===== config.mk =====
export PLATFORM = sky130hd
export DESIGN_NAME = vga_timing_gen
export DESIGN_NICKNAME = d
export VERILOG_FILES = /design/src/rtl/vga_timing_gen.sv
export SDC_FILE = /design/constraint.sdc
export NUM_CORES = 1
export LEC_CHECK = 0
export ABC_CLOCK_PERIOD_IN_PS = 3000
export CAP_MARGIN = 30
export CORE_MARGIN = 2
export CORE_UTILIZATION = 40
export DETAILED_ROUTE_END_ITERATION = 7
export PLACE_DENSITY = 0.72
export SLEW_MARGIN = 40
export SYNTH_ARGS = -nofsm -noshare
export SYNTH_HDL_FRONTEND = slang
export SYNTH_SLANG_ARGS = --single-unit

===== constraint.sdc =====
create_clock -name pxclk_i -period 3 [get_ports pxclk_i]
set_input_delay 0.6 -clock pxclk_i [delete_from_list [all_inputs] [get_ports pxclk_i]]
set_output_delay 0.6 -clock pxclk_i [all_outputs]
set_load 0.01 [all_outputs]

===== src/rtl/vga_timing_gen.sv =====
// Combined horizontal/vertical raster timing generator with programmable porches,
// sync polarity and a pixel advance enable; all outputs are registered together.
module vga_timing_gen #(
    parameter int unsigned H_ACTIVE = 480,
    parameter int unsigned H_FP     = 2,
    parameter int unsigned H_SYNC   = 41,
    parameter int unsigned H_BP     = 2,
    parameter int unsigned V_ACTIVE = 272,
    parameter int unsigned V_FP     = 2,
    parameter int unsigned V_SYNC   = 10,
    parameter int unsigned V_BP     = 2,
    parameter bit          H_POL    = 1'b0,
    parameter bit          V_POL    = 1'b0,
    parameter int unsigned H_W      = 10,
    parameter int unsigned V_W      = 9
) (
    input  logic           pxclk_i,
    input  logic           rst_i,
    input  logic           en_i,
    output logic           hsync_o,
    output logic           vsync_o,
    output logic           de_o,
    output logic [H_W-1:0] col_o,
    output logic [V_W-1:0] row_o,
    output logic           line_o,
    output logic           frame_o
);

    localparam int unsigned H_TOTAL = H_ACTIVE + H_FP + H_SYNC + H_BP;
    localparam int unsigned V_TOTAL = V_ACTIVE + V_FP + V_SYNC + V_BP;

    localparam logic [H_W-1:0] H_LAST   = H_W'(H_TOTAL - 1);
    localparam logic [H_W-1:0] H_ONE    = H_W'(1);
    localparam logic [H_W-1:0] H_DE_END = H_W'(H_ACTIVE);
    localparam logic [H_W-1:0] H_SY_BEG = H_W'(H_ACTIVE + H_FP);
    localparam logic [H_W-1:0] H_SY_END = H_W'(H_ACTIVE + H_FP + H_SYNC);

    localparam logic [V_W-1:0] V_LAST   = V_W'(V_TOTAL - 1);
    localparam logic [V_W-1:0] V_ONE    = V_W'(1);
    localparam logic [V_W-1:0] V_DE_END = V_W'(V_ACTIVE);
    localparam logic [V_W-1:0] V_SY_BEG = V_W'(V_ACTIVE + V_FP);
    localparam logic [V_W-1:0] V_SY_END = V_W'(V_ACTIVE + V_FP + V_SYNC);

    logic [H_W-1:0] col_q, col_d;
    logic [V_W-1:0] row_q, row_d;
    logic           de_q, de_d;
    logic           hsync_q, hsync_d;
    logic           vsync_q, vsync_d;
    logic           line_q, line_d;
    logic           frame_q, frame_d;
    logic           h_sync_win, v_sync_win;

    // Next position; qualifiers below decode this same position so they land
    // on the edge that moves the counters, with no extra stage.
    always_comb begin
        col_d = col_q;
        row_d = row_q;
        if (en_i) begin
            if (col_q == H_LAST) begin
                col_d = '0;
                row_d = (row_q == V_LAST) ? '0 : row_q + V_ONE;
            end else begin
                col_d = col_q + H_ONE;
            end
        end
    end

    always_comb begin
        h_sync_win = (col_d >= H_SY_BEG) && (col_d < H_SY_END);
        v_sync_win = (row_d >= V_SY_BEG) && (row_d < V_SY_END);
        de_d       = (col_d < H_DE_END) && (row_d < V_DE_END);
        hsync_d    = h_sync_win ? H_POL : ~H_POL;
        vsync_d    = v_sync_win ? V_POL : ~V_POL;
        line_d     = en_i && (col_d == '0);
        frame_d    = line_d && (row_d == '0);
    end

    // Reset parks the raster on the last pixel of the frame, inside both back
    // porches, so the first enabled edge lands on (0,0).
    always_ff @(posedge pxclk_i or posedge rst_i) begin
        if (rst_i) begin
            col_q   <= H_LAST;
            row_q   <= V_LAST;
            de_q    <= 1'b0;
            hsync_q <= ~H_POL;
            vsync_q <= ~V_POL;
            line_q  <= 1'b0;
            frame_q <= 1'b0;
        end else begin
            col_q   <= col_d;
            row_q   <= row_d;
            de_q    <= de_d;
            hsync_q <= hsync_d;
            vsync_q <= vsync_d;
            line_q  <= line_d;
            frame_q <= frame_d;
        end
    end

    assign col_o   = col_q;
    assign row_o   = row_q;
    assign de_o    = de_q;
    assign hsync_o = hsync_q;
    assign vsync_o = vsync_q;
    assign line_o  = line_q;
    assign frame_o = frame_q;

endmodule


==> flow_summary_export.csv <==
group,metric,value,unit
global_routing,grt_usage,17.39,%
detailed_routing,drcViolationCount,0,
timing,whs,0.5803,ns
logic_synthesis,yosysTopAreaCellShare,20.73,%
detailed_routing,wire_per_inst,15.38,µm
setup_path,critPathCaptureType,"flip-flop",
logic_synthesis,synth_compound_area_share,19.25,%
timing,fin_ws,0.5133,ns
cts,ctsHoldBuffers,0,
cts,clock_latency,0.28,ns
place,port_buffers,26,
logic_synthesis,synth-seq-area-share,36.27,%
detailed_routing,dr.first_iter.drc_count,105,
setup_path,startpoint_type,"input port",
global_routing,grt_max_degree,25,
run_status,outcome,"finished, final reports clean",
global_routing,overflow,0,
cts,clkSinkCount,24,
global_routing,antenna_found_initial,0,
logic_synthesis,synthCells,193,
finish,nFillCells,395,
timing,clock.fmax,402.1,MHz
power_and_ir_drop,p_per_area,626.2,nW/µm²
setup_path,arrival,2.67,ns
logic_synthesis,synth-xor-area-share,7.254,%
logic_synthesis,ys.flop_type,"dfrtp_1",
setup_path,max_stage_delay,0.55,ns
setup_path,r2r-start,"col_o[3]",
min_path,hold_start,"row_o[0]",
finish,layout-drive-gt1-share,12.80,%
setup_path,path_cells,"clkdlybuf4s50_1, and4_4, and4_4, buf_4, o2111ai_1, a21o_1, a211o_1, nor4bb_1",
floorplan,initial_core_util,41.96,%
place,place_ws,0.2356,ns
logic_synthesis,synth_top_area_cell,"dfrtp_1",
setup_path,rr_worst_depth,7,
cts,clock_path_buffers,2,
min_path,min_to,"row_o[0]",
setup_path,startpoint,"en_i",
min_path,hold_depth,1,
finish,area_delta_synth_final,20.28,%
timing,relSlewSlack,65.38,%
cts,cts_root_buf,"clkbuf_8",
setup_path,cp.required,3.18,ns
timing,rsz0062_at_grt,"false",
setup_path,path_class,"input port to flip-flop",
timing,timing.final.hold_violations,0,
timing,clock_skew,0.01043,ns
logic_synthesis,synth_edf_count,0,
power_and_ir_drop,ir_drop,0.4792,mV
power_and_ir_drop,p_leak,0.8037,nW
floorplan,core_area,4029,µm²
global_routing,grt_pass1_wl,6872,µm
timing,finalSetupViolations,0,
cts,clk_pin_slew_worst_paths,0.10,ns
cts,cts_resized,0,
timing,post-route-period-util,82.89,%
logic_synthesis,yosys.area_share.simple,27.09,%
finish,fin_util,50.47,%
timing,tns,0,ns
place,gp_congestion,0.8886,
logic_synthesis,synth_adder_area_share,2.961,%
logic_synthesis,syn-cell-area,1690,µm²
logic_synthesis,synth_area_per_cell,8.758,µm²
setup_path,regToRegEndpoint,"frame_o",
detailed_routing,dr.pass1.iters,4,
setup_path,r2r_setup_slack,0.69,ns
logic_synthesis,ys_types,56,
timing,finalCriticalPeriod,2.487,ns
logic_synthesis,synth.area.top_cells,"dfrtp_1 (21%), dfstp_2 (16%), nand2_1 (4.0%)",
cts,cts_tree,"built",
floorplan,rows,23,
cts,cts_max_level,1,
finish,layout.nets,219,
logic_synthesis,synthMuxAreaShare,1.258,%
floorplan,pin_count,27,
detailed_routing,via_per_inst,5.885,
global_routing,grt_pass1_vias,1463,
logic_synthesis,ys_warn_count,0,
cts,cts_buffers,3,
floorplan,chipWidth,69.01,µm
power_and_ir_drop,p_total,1.273,mW
logic_synthesis,synth_top_family_by_area,"simple AND/OR/NAND/NOR gates",
timing,worst_pin_slew,0.5185,ns
detailed_routing,ant_nets,0,
detailed_routing,routed_wl,4013,µm
setup_path,slowest_stage,"clkdlybuf4s50_1",
finish,antennaDiodeCount,0,
job,maxCapViolCount,0,
setup_path,cp_common_cell,"and4_4",
detailed_routing,vias,1536,
timing,drv_slew,0,
setup_path,critical_path.max_fanout,11,
place,dpl.hpwl,2791,µm
floorplan,design.die.area,4762,µm²
logic_synthesis,synth-seq-cells,24,
cts,postCtsSetupBuffers,0,
floorplan,die_h,69.01,µm
logic_synthesis,synth_nets,200,
logic_synthesis,async_reset_ff_share,100.0,%
min_path,hold_class,"flip-flop to flip-flop",
-- sequential cells by signal, summed over array words and instances, names as in the netlist --
register	flops
col_o	10
vsync_o	1
de_o	1
row_o	9
frame_o	1
hsync_o	1
line_o	1
-- Yosys cell counts, drive strengths merged, types with 2 or more instances --
cell    number
a211o        2
a211oi       2
a21o         2
a21oi        8
and2         3
and3         4
and4         4
buf          8
clkbuf       8
dfrtp       14
dfstp       10
ha           4
inv          5
nand2       18
nand3        6
nand4        5
nor2        16
nor2b        3
nor3         8
nor4         4
o21ai       12
o22ai        3
o31ai        6
or2          2
or3          2
xnor2        7
xor2         7
-- where the power goes --
group          switching, mW  total (mW)  internal [mW]
logic                  0.212       0.448          0.236
registers              0.149       0.533          0.384
clock network          0.114       0.293          0.179
total                  0.474        1.27          0.799
-- per-stage QoR --
stage	cell area [µm²]	std cells
final	2033	261
after global placement	1962	257
after floorplan	1690	193
after detailed placement	1962	257
after global routing	2033	261
after CTS	2033	261
-- layout by cell type (no fill, tap or decap), types with 6 or more instances in the layout --
cell type,netlist,routed
nand2_1,18,18
xor2_1,7,7
nor3_1,6,6
nor2_1,16,16
nand3_1,6,6
dfrtp_1,14,14
dfstp_2,10,10
o21ai_0,10,10
xnor2_1,7,7
a21oi_1,8,8
clkdlybuf4s50_1,0,26
o31ai_1,6,6
-- cell families (layout without fill, tap and decap cells) --
family | Yosys count | after routing
AOI/OAI and AO/OA | 48 | 48
xor gates and xnor gates | 14 | 14
adders and majority gates | 4 | 4
buffers and inverters | 21 | 39
DFF | 24 | 24
muxes | 2 | 2
and+or+nand+nor | 80 | 80
-- final cells by class --
cell class	count	area [µm²]	share of cell area, %
sequential	24	613.1	30.15
clock buffer	3	41.29	2.031
clock inverter	1	30.03	1.477
inverter	5	18.77	0.9231
timing repair buffer	30	290.3	14.28
multi-input combinational	148	977.2	48.06
tap	50	62.56	3.077
-- worst max-delay path: cells and delay by family --
kind                   cells  cell delay (ns)
and+or+nand+nor            3             0.75
buffers and inverters      2             0.72
AOI/OAI and AO/OA          3             0.59
-- metal layers --
metal	vias to the layer above	wire (µm)	part of all wire [%]	global-route usage (%)
li1	736	-	-	-
met1	740	1858	46	22.93
met2	49	1884	47	28.21
met3	11	165	4.1	2.339
met4	0	104	2.6	8.061
met5	-	0	0	0
-- how the worst max path moves through the flow --
stage,cells after the start,endpoint,slack [ns]
final,8,frame_o,0.51
after global routing,8,frame_o,0.36
after CTS,8,frame_o,0.53
after detailed placement,8,frame_o,0.24
after global placement,7,vsync_o,0.27
after floorplan,8,vsync_o,0.79
(Power assumes the default switching activity.)
